## src/rtl/icache_dataram_arbiter.sv

```systemverilog
// icache_dataram_arbiter: shares the single-port icache data array between
// lookup reads and buffered linefill writes, with starvation and hazard guards.
module icache_dataram_arbiter #(
    parameter int ADDR_W     = 7,
    parameter int TXNID_W    = 5,
    parameter int DATA_W     = 512,
    parameter int ENTRY_W    = 3,
    parameter int WBUF_DEPTH = 2,
    parameter int STARVE_MAX = 4
) (
    input  logic               clk,
    input  logic               rst_n,
    input  logic               rd_vld,
    output logic               rd_rdy,
    input  logic [ADDR_W-1:0]  rd_addr,
    input  logic [TXNID_W-1:0] rd_txnid,
    input  logic               lf_vld,
    output logic               lf_rdy,
    input  logic [ADDR_W-1:0]  lf_addr,
    input  logic [DATA_W-1:0]  lf_data,
    input  logic               lf_lineA,
    input  logic [ENTRY_W-1:0] lf_entry_idx,
    output logic               lf_done_vld,
    output logic               lf_done_lineA,
    output logic [ENTRY_W-1:0] lf_done_entry_idx,
    output logic               mem_en,
    output logic               mem_wr_en,
    output logic [ADDR_W-1:0]  mem_addr,
    output logic [DATA_W-1:0]  mem_wdata,
    output logic               rsp_vld,
    output logic [TXNID_W-1:0] rsp_txnid
);

    localparam int PTR_W = $clog2(WBUF_DEPTH);
    localparam int STV_W = $clog2(STARVE_MAX + 1);

    logic [ADDR_W-1:0]     buf_addr_q  [WBUF_DEPTH];
    logic [DATA_W-1:0]     buf_data_q  [WBUF_DEPTH];
    logic                  buf_linea_q [WBUF_DEPTH];
    logic [ENTRY_W-1:0]    buf_entry_q [WBUF_DEPTH];
    logic [WBUF_DEPTH-1:0] vld_q, vld_d;
    logic [PTR_W-1:0]      wptr_q, wptr_d;
    logic [PTR_W-1:0]      rptr_q, rptr_d;
    logic [STV_W-1:0]      starve_q, starve_d;

    logic                  lf_done_vld_q, lf_done_vld_d;
    logic                  lf_done_linea_q, lf_done_linea_d;
    logic [ENTRY_W-1:0]    lf_done_entry_q, lf_done_entry_d;
    logic                  rsp_vld_q, rsp_vld_d;
    logic [TXNID_W-1:0]    rsp_txnid_q, rsp_txnid_d;

    logic full, nonempty, hazard, starved;
    logic push, wr_grant, rd_grant;

    // Arbitration: fills wait unless full, starved or blocking a same-line read.
    always_comb begin
        full     = &vld_q;
        nonempty = |vld_q;
        starved  = (starve_q == STV_W'(STARVE_MAX));
        hazard   = 1'b0;
        for (int i = 0; i < WBUF_DEPTH; i++) begin
            if (vld_q[i] && (buf_addr_q[i] == rd_addr)) begin
                hazard = 1'b1;
            end
        end
        lf_rdy   = !full;
        rd_rdy   = !(nonempty && (full || starved || hazard));
        push     = lf_vld && lf_rdy;
        wr_grant = nonempty && (!rd_vld || !rd_rdy);
        rd_grant = !wr_grant && rd_vld && rd_rdy;
    end

    // Array port mux: at most one access per cycle, zeros when idle.
    always_comb begin
        mem_en    = wr_grant || rd_grant;
        mem_wr_en = wr_grant;
        mem_addr  = '0;
        mem_wdata = '0;
        if (wr_grant) begin
            mem_addr  = buf_addr_q[rptr_q];
            mem_wdata = buf_data_q[rptr_q];
        end else if (rd_grant) begin
            mem_addr  = rd_addr;
        end
    end

    // Next-state for buffer bookkeeping, starvation counter and responses.
    always_comb begin
        wptr_d = push ? wptr_q + PTR_W'(1) : wptr_q;
        rptr_d = wr_grant ? rptr_q + PTR_W'(1) : rptr_q;
        vld_d  = vld_q;
        if (wr_grant) begin
            vld_d[rptr_q] = 1'b0;
        end
        if (push) begin
            vld_d[wptr_q] = 1'b1;
        end
        starve_d = starve_q;
        if (wr_grant || !nonempty) begin
            starve_d = '0;
        end else if (rd_grant && !starved) begin
            starve_d = starve_q + STV_W'(1);
        end
        lf_done_vld_d   = wr_grant;
        lf_done_linea_d = wr_grant ? buf_linea_q[rptr_q] : lf_done_linea_q;
        lf_done_entry_d = wr_grant ? buf_entry_q[rptr_q] : lf_done_entry_q;
        rsp_vld_d       = rd_grant;
        rsp_txnid_d     = rd_grant ? rd_txnid : rsp_txnid_q;
    end

    // Control state; reset drops any buffered fills.
    always_ff @(posedge clk or negedge rst_n) begin
        if (!rst_n) begin
            vld_q           <= '0;
            wptr_q          <= '0;
            rptr_q          <= '0;
            starve_q        <= '0;
            lf_done_vld_q   <= 1'b0;
            lf_done_linea_q <= 1'b0;
            lf_done_entry_q <= '0;
            rsp_vld_q       <= 1'b0;
            rsp_txnid_q     <= '0;
        end else begin
            vld_q           <= vld_d;
            wptr_q          <= wptr_d;
            rptr_q          <= rptr_d;
            starve_q        <= starve_d;
            lf_done_vld_q   <= lf_done_vld_d;
            lf_done_linea_q <= lf_done_linea_d;
            lf_done_entry_q <= lf_done_entry_d;
            rsp_vld_q       <= rsp_vld_d;
            rsp_txnid_q     <= rsp_txnid_d;
        end
    end

    // Fill payload storage, qualified by the valid bits so it needs no reset.
    always_ff @(posedge clk) begin
        if (push) begin
            buf_addr_q[wptr_q]  <= lf_addr;
            buf_data_q[wptr_q]  <= lf_data;
            buf_linea_q[wptr_q] <= lf_lineA;
            buf_entry_q[wptr_q] <= lf_entry_idx;
        end
    end

    assign lf_done_vld       = lf_done_vld_q;
    assign lf_done_lineA     = lf_done_linea_q;
    assign lf_done_entry_idx = lf_done_entry_q;
    assign rsp_vld           = rsp_vld_q;
    assign rsp_txnid         = rsp_txnid_q;

endmodule
```

## config.mk

```make
export PLATFORM = sky130hd
export DESIGN_NAME = icache_dataram_arbiter
export DESIGN_NICKNAME = d
export VERILOG_FILES = /design/src/rtl/icache_dataram_arbiter.sv
export SDC_FILE = /design/constraint.sdc
export NUM_CORES = 1
export LEC_CHECK = 0
export CAP_MARGIN = 20
export CORE_AREA = 2 2 416 418
export CTS_CLUSTER_SIZE = 28
export DETAILED_ROUTE_END_ITERATION = 10
export DIE_AREA = 0 0 418 420
export GPL_TIMING_DRIVEN = 0
export MAX_ROUTING_LAYER = met4
export PLACE_DENSITY = 0.45
export SYNTH_ARGS = -nofsm -noshare
export SYNTH_HDL_FRONTEND = slang
export SYNTH_SLANG_ARGS = --single-unit
```

## constraint.sdc

```tcl
create_clock -name clk -period 68.5 [get_ports clk]
set_input_delay 20.55 -clock clk [delete_from_list [all_inputs] [get_ports clk]]
set_output_delay 20.55 -clock clk [all_outputs]
set_load 0.1 [all_outputs]
```

==> metrics.md <==
| Metric | Value |
|---|---|
| Worst Path Required | 47.95 ns |
| Clock Latency Late Sink | 0.78 ns |
| Least-Margin Pin Slew | about 1.2 ns |
| Unique masters post-synth | 36 |
| Complex-gate fraction of the synthesized area | less than 1% |
| Die area | between 150000 and 200000 um^2 |
| Post-route ant nets | 0 |
| Clock Tree Buf Depth | 3 |
| Fill count | 16600 |
| Die height | ~420 um |
| Simple-gate share of the synthesized area | ~5.2% |
| DRC violation count after routing | 0 |
| Net count after synthesis | 2862 |
| Core area | 171000 um^2 |
| Post-Route WL | 142000 um |
| Syn_area_per_cell | 17.4 um^2 |
| EDFF count, synth | around 1000 |
| Site row count | 152 |
| Post-Syn Area | 40300 um^2 |
| First-pass GRT wire length | roughly 190000 um |
| Period minus WS final | 45.14 ns |
| Vias in the first global route | 24900 |
| Mux share of post-synthesis cell area | 13.1% |
| WP data arrival | 24.59 ns |
| Wire per inst | 23.8 um |
| Max-slew violations | 0 |
| # setup viols final | 0 |
| Initial antenna violation count | 40 |
| Largest net degree at the start of global routing | 58 |
| Clock Pin Slew Worst Setup and Hold Paths | 0.05 ns |
| Final period util | approximately two thirds |
| Share of the synthesized area in the top cell type | 77.9% |
| Critical path endpoint category | primary output |
| Largest area contributor in the netlist | edfxtp_1 |
| Root Driver | clkbuf_16 |
| Placer congestion estimate | 0.828 |
| # hold bufs at CTS | 0 |
| RSZ-0062 raised after global routing | false |
| FF+latch area | 31900 um^2 |
| Main combinational cell family by area after synthesis | multiplexers |
| Number of max-cap violations | 0 |
| Flops & latches, synth | about 1100 |
| HPWL Detailed | between 100000 and 150000 um |
| Number of post-CTS setup repair buffers | 0 |
| Via count | between 20000 and 25000 |
| Synth top area cells | edfxtp_1, mux2i_1, nor2_1 |
| CP Cell Sequence | clkdlybuf4s50_1 -> xnor2_1 -> nand4_1 -> o21ai_0 -> o31ai_4 -> buf_8 -> buf_2 -> buf_2 -> nor2_1 -> clkdlybuf4s50_1 |
| Synth Area in Adders | less than 1% |
| Final hold vios | 0 |
| TNS Setup | 0 ns |
| Status | completed |
| Setup Crit Path Kind | input port to primary output |
| IO Pins | 1073 |
| Die Span X | 418 um |
| Layout Nets | 4119 |
| Mapped Cells | about 2300 |
| Startpoint Class | input port |
| Critical-path top delay cell | clkdlybuf4s50_1 |
| Multi-input logic area | 7810 um^2 |
| DRT iter0 DRCs | 1189 |
| Post-Synth XOR/XNOR Area | 0.369% |
| Hold Crit Class | flop to flop |
| First drt pass iteration count | 5 |
| Slowest cell delay on critical path | 1.26 ns |
| Final Skew | 0.0252 ns |
| Fmax | 0.0222 GHz |
| CTS tree | yes |
| Total track usage | 16.0% |
| PortBufs | about 1100 |
| Via density | slightly above 4 |
| Fraction of registers with async set/reset | 1.69% |
| Post_cts resized | 0 |
| Synth warn | 0 |
| CP Max Fanout | 10 |
| Starting Density | 23.6% |
| Overflow left after global routing | 0 |
| Seq/Total Area, Yosys | 79.0% |
| CTS buffer count | 130 |
| Area grow syn2layout | 47.1% |
| Slew HR | 21.5% |
| Ys flop type | edfxtp_1 |
| Share of cells above drive strength 1 | 8.26% |
| Clk sink count | 1064 |
| Clock H-tree levels | 4 |
==> final timing paths <==
path                                 startpoint              endpoint  slack (ns)  cells after the start
min reg2reg                lf_done_entry_idx[1]  lf_done_entry_idx[1]        0.49                      1
max                                  rd_addr[4]        mem_wdata[377]       23.36                     10
max in group asynchronous                 rst_n  lf_done_entry_idx[1]       47.96                      2
max reg2reg                            vld_q[0]    buf_data_q[1][189]       65.41                      6
min in group asynchronous                 rst_n              vld_q[1]       20.09                      1
min                        lf_done_entry_idx[1]  lf_done_entry_idx[1]        0.49                      1
==> metrics by stage <==
stage               cells  hold slack (ns)  utilization [%]  setup WS (ns)  instance area, um^2
floorplan            2321            0.460                -          24.36                40300
global placement     5625            0.473             31.5           6.48                53900
detailed placement   5679            0.480             32.2          23.36                55100
CTS                  5913            0.492             34.7          23.36                59300
global route         5932            0.511             34.7          23.23                59300
finish               5936            0.488             34.7          23.36                59300
==> layout by cell type, fill, tap and decap left out, types with 13 or more instances in the layout <==
master,instances
edfxtp_1,1046
bufinv_16,13
buf_16,19
buf_4,40
diode_2,23
clkbuf_16,133
buf_2,19
clkdlybuf4s50_1,1071
mux2i_1,520
nand2_1,13
dfrtp_1,18
nor2_1,514
clkbuf_1,97
buf_12,30
clkinv_1,18
xnor2_1,13
clkinv_2,17
==> area by class of cell <==
type                       instances  share of cell area, %
sequential                      1064                   53.7
timing repair buffer            1125                   20.1
multi-input combinational       1123                   13.2
clock buffer                     172                   5.89
tap                             2233                   4.71
clock inverter                    62                   1.19
buffer                           122                   1.07
antenna                           23                 0.0970
inverter                          12                 0.0759
==> cells by family after synthesis <==
kind of cell | after synthesis
muxes | 528
and+or+nand+nor | 545
AOI/OAI and AO/OA | 31
adders and majority gates | 2
buffers and inverters | 134
xor gates and xnor gates | 17
DFF | 1064
==> flip-flops by register name, indices dropped and copies added (netlist names) <==
signal             cells
buf_linea_q            2
buf_data_q          1024
lf_done_lineA          1
wptr_q                 1
rptr_q                 1
buf_addr_q            14
lf_done_entry_idx      3
starve_q               3
rsp_vld                1
lf_done_vld            1
rsp_txnid              5
buf_entry_q            6
vld_q                  2
==> synth_stat cells (3+ instances only) <==
cell type  number
edfxtp_1     1046
mux2i_1       520
nor2_1        515
clkbuf_1       60
buf_4          40
buf_2          19
dfrtp_1        18
nand2_1        13
xnor2_1        13
inv_1          10
o32ai_1         7
mux2_2          6
a31oi_1         5
nand3_1         5
o2bb2ai_1       5
o311ai_0        5
xor2_1          4
buf_1           3
nor3_1          3
o21ai_0         3
==> critical path, delay by kind of cell <==
kind | cells | cell delay, ns
AO/OA/AOI/OAI | 2 | 0.74
XOR/XNOR | 1 | 0.16
buffers and inverters | 5 | 2.49
AND/OR/NAND/NOR | 2 | 0.61
==> per-layer routing <==
metal	GRT usage [%]	part of all wire (%)	up-vias
met5	-	0	-
met1	16.7	37	12200
met4	4.17	2.1	0
met3	5.11	6.8	183
li1	-	-	11300
met2	29.0	54	775
Power is not shown: default switching activity piles up to over one toggle a cycle in this logic, so the estimate is an artifact.
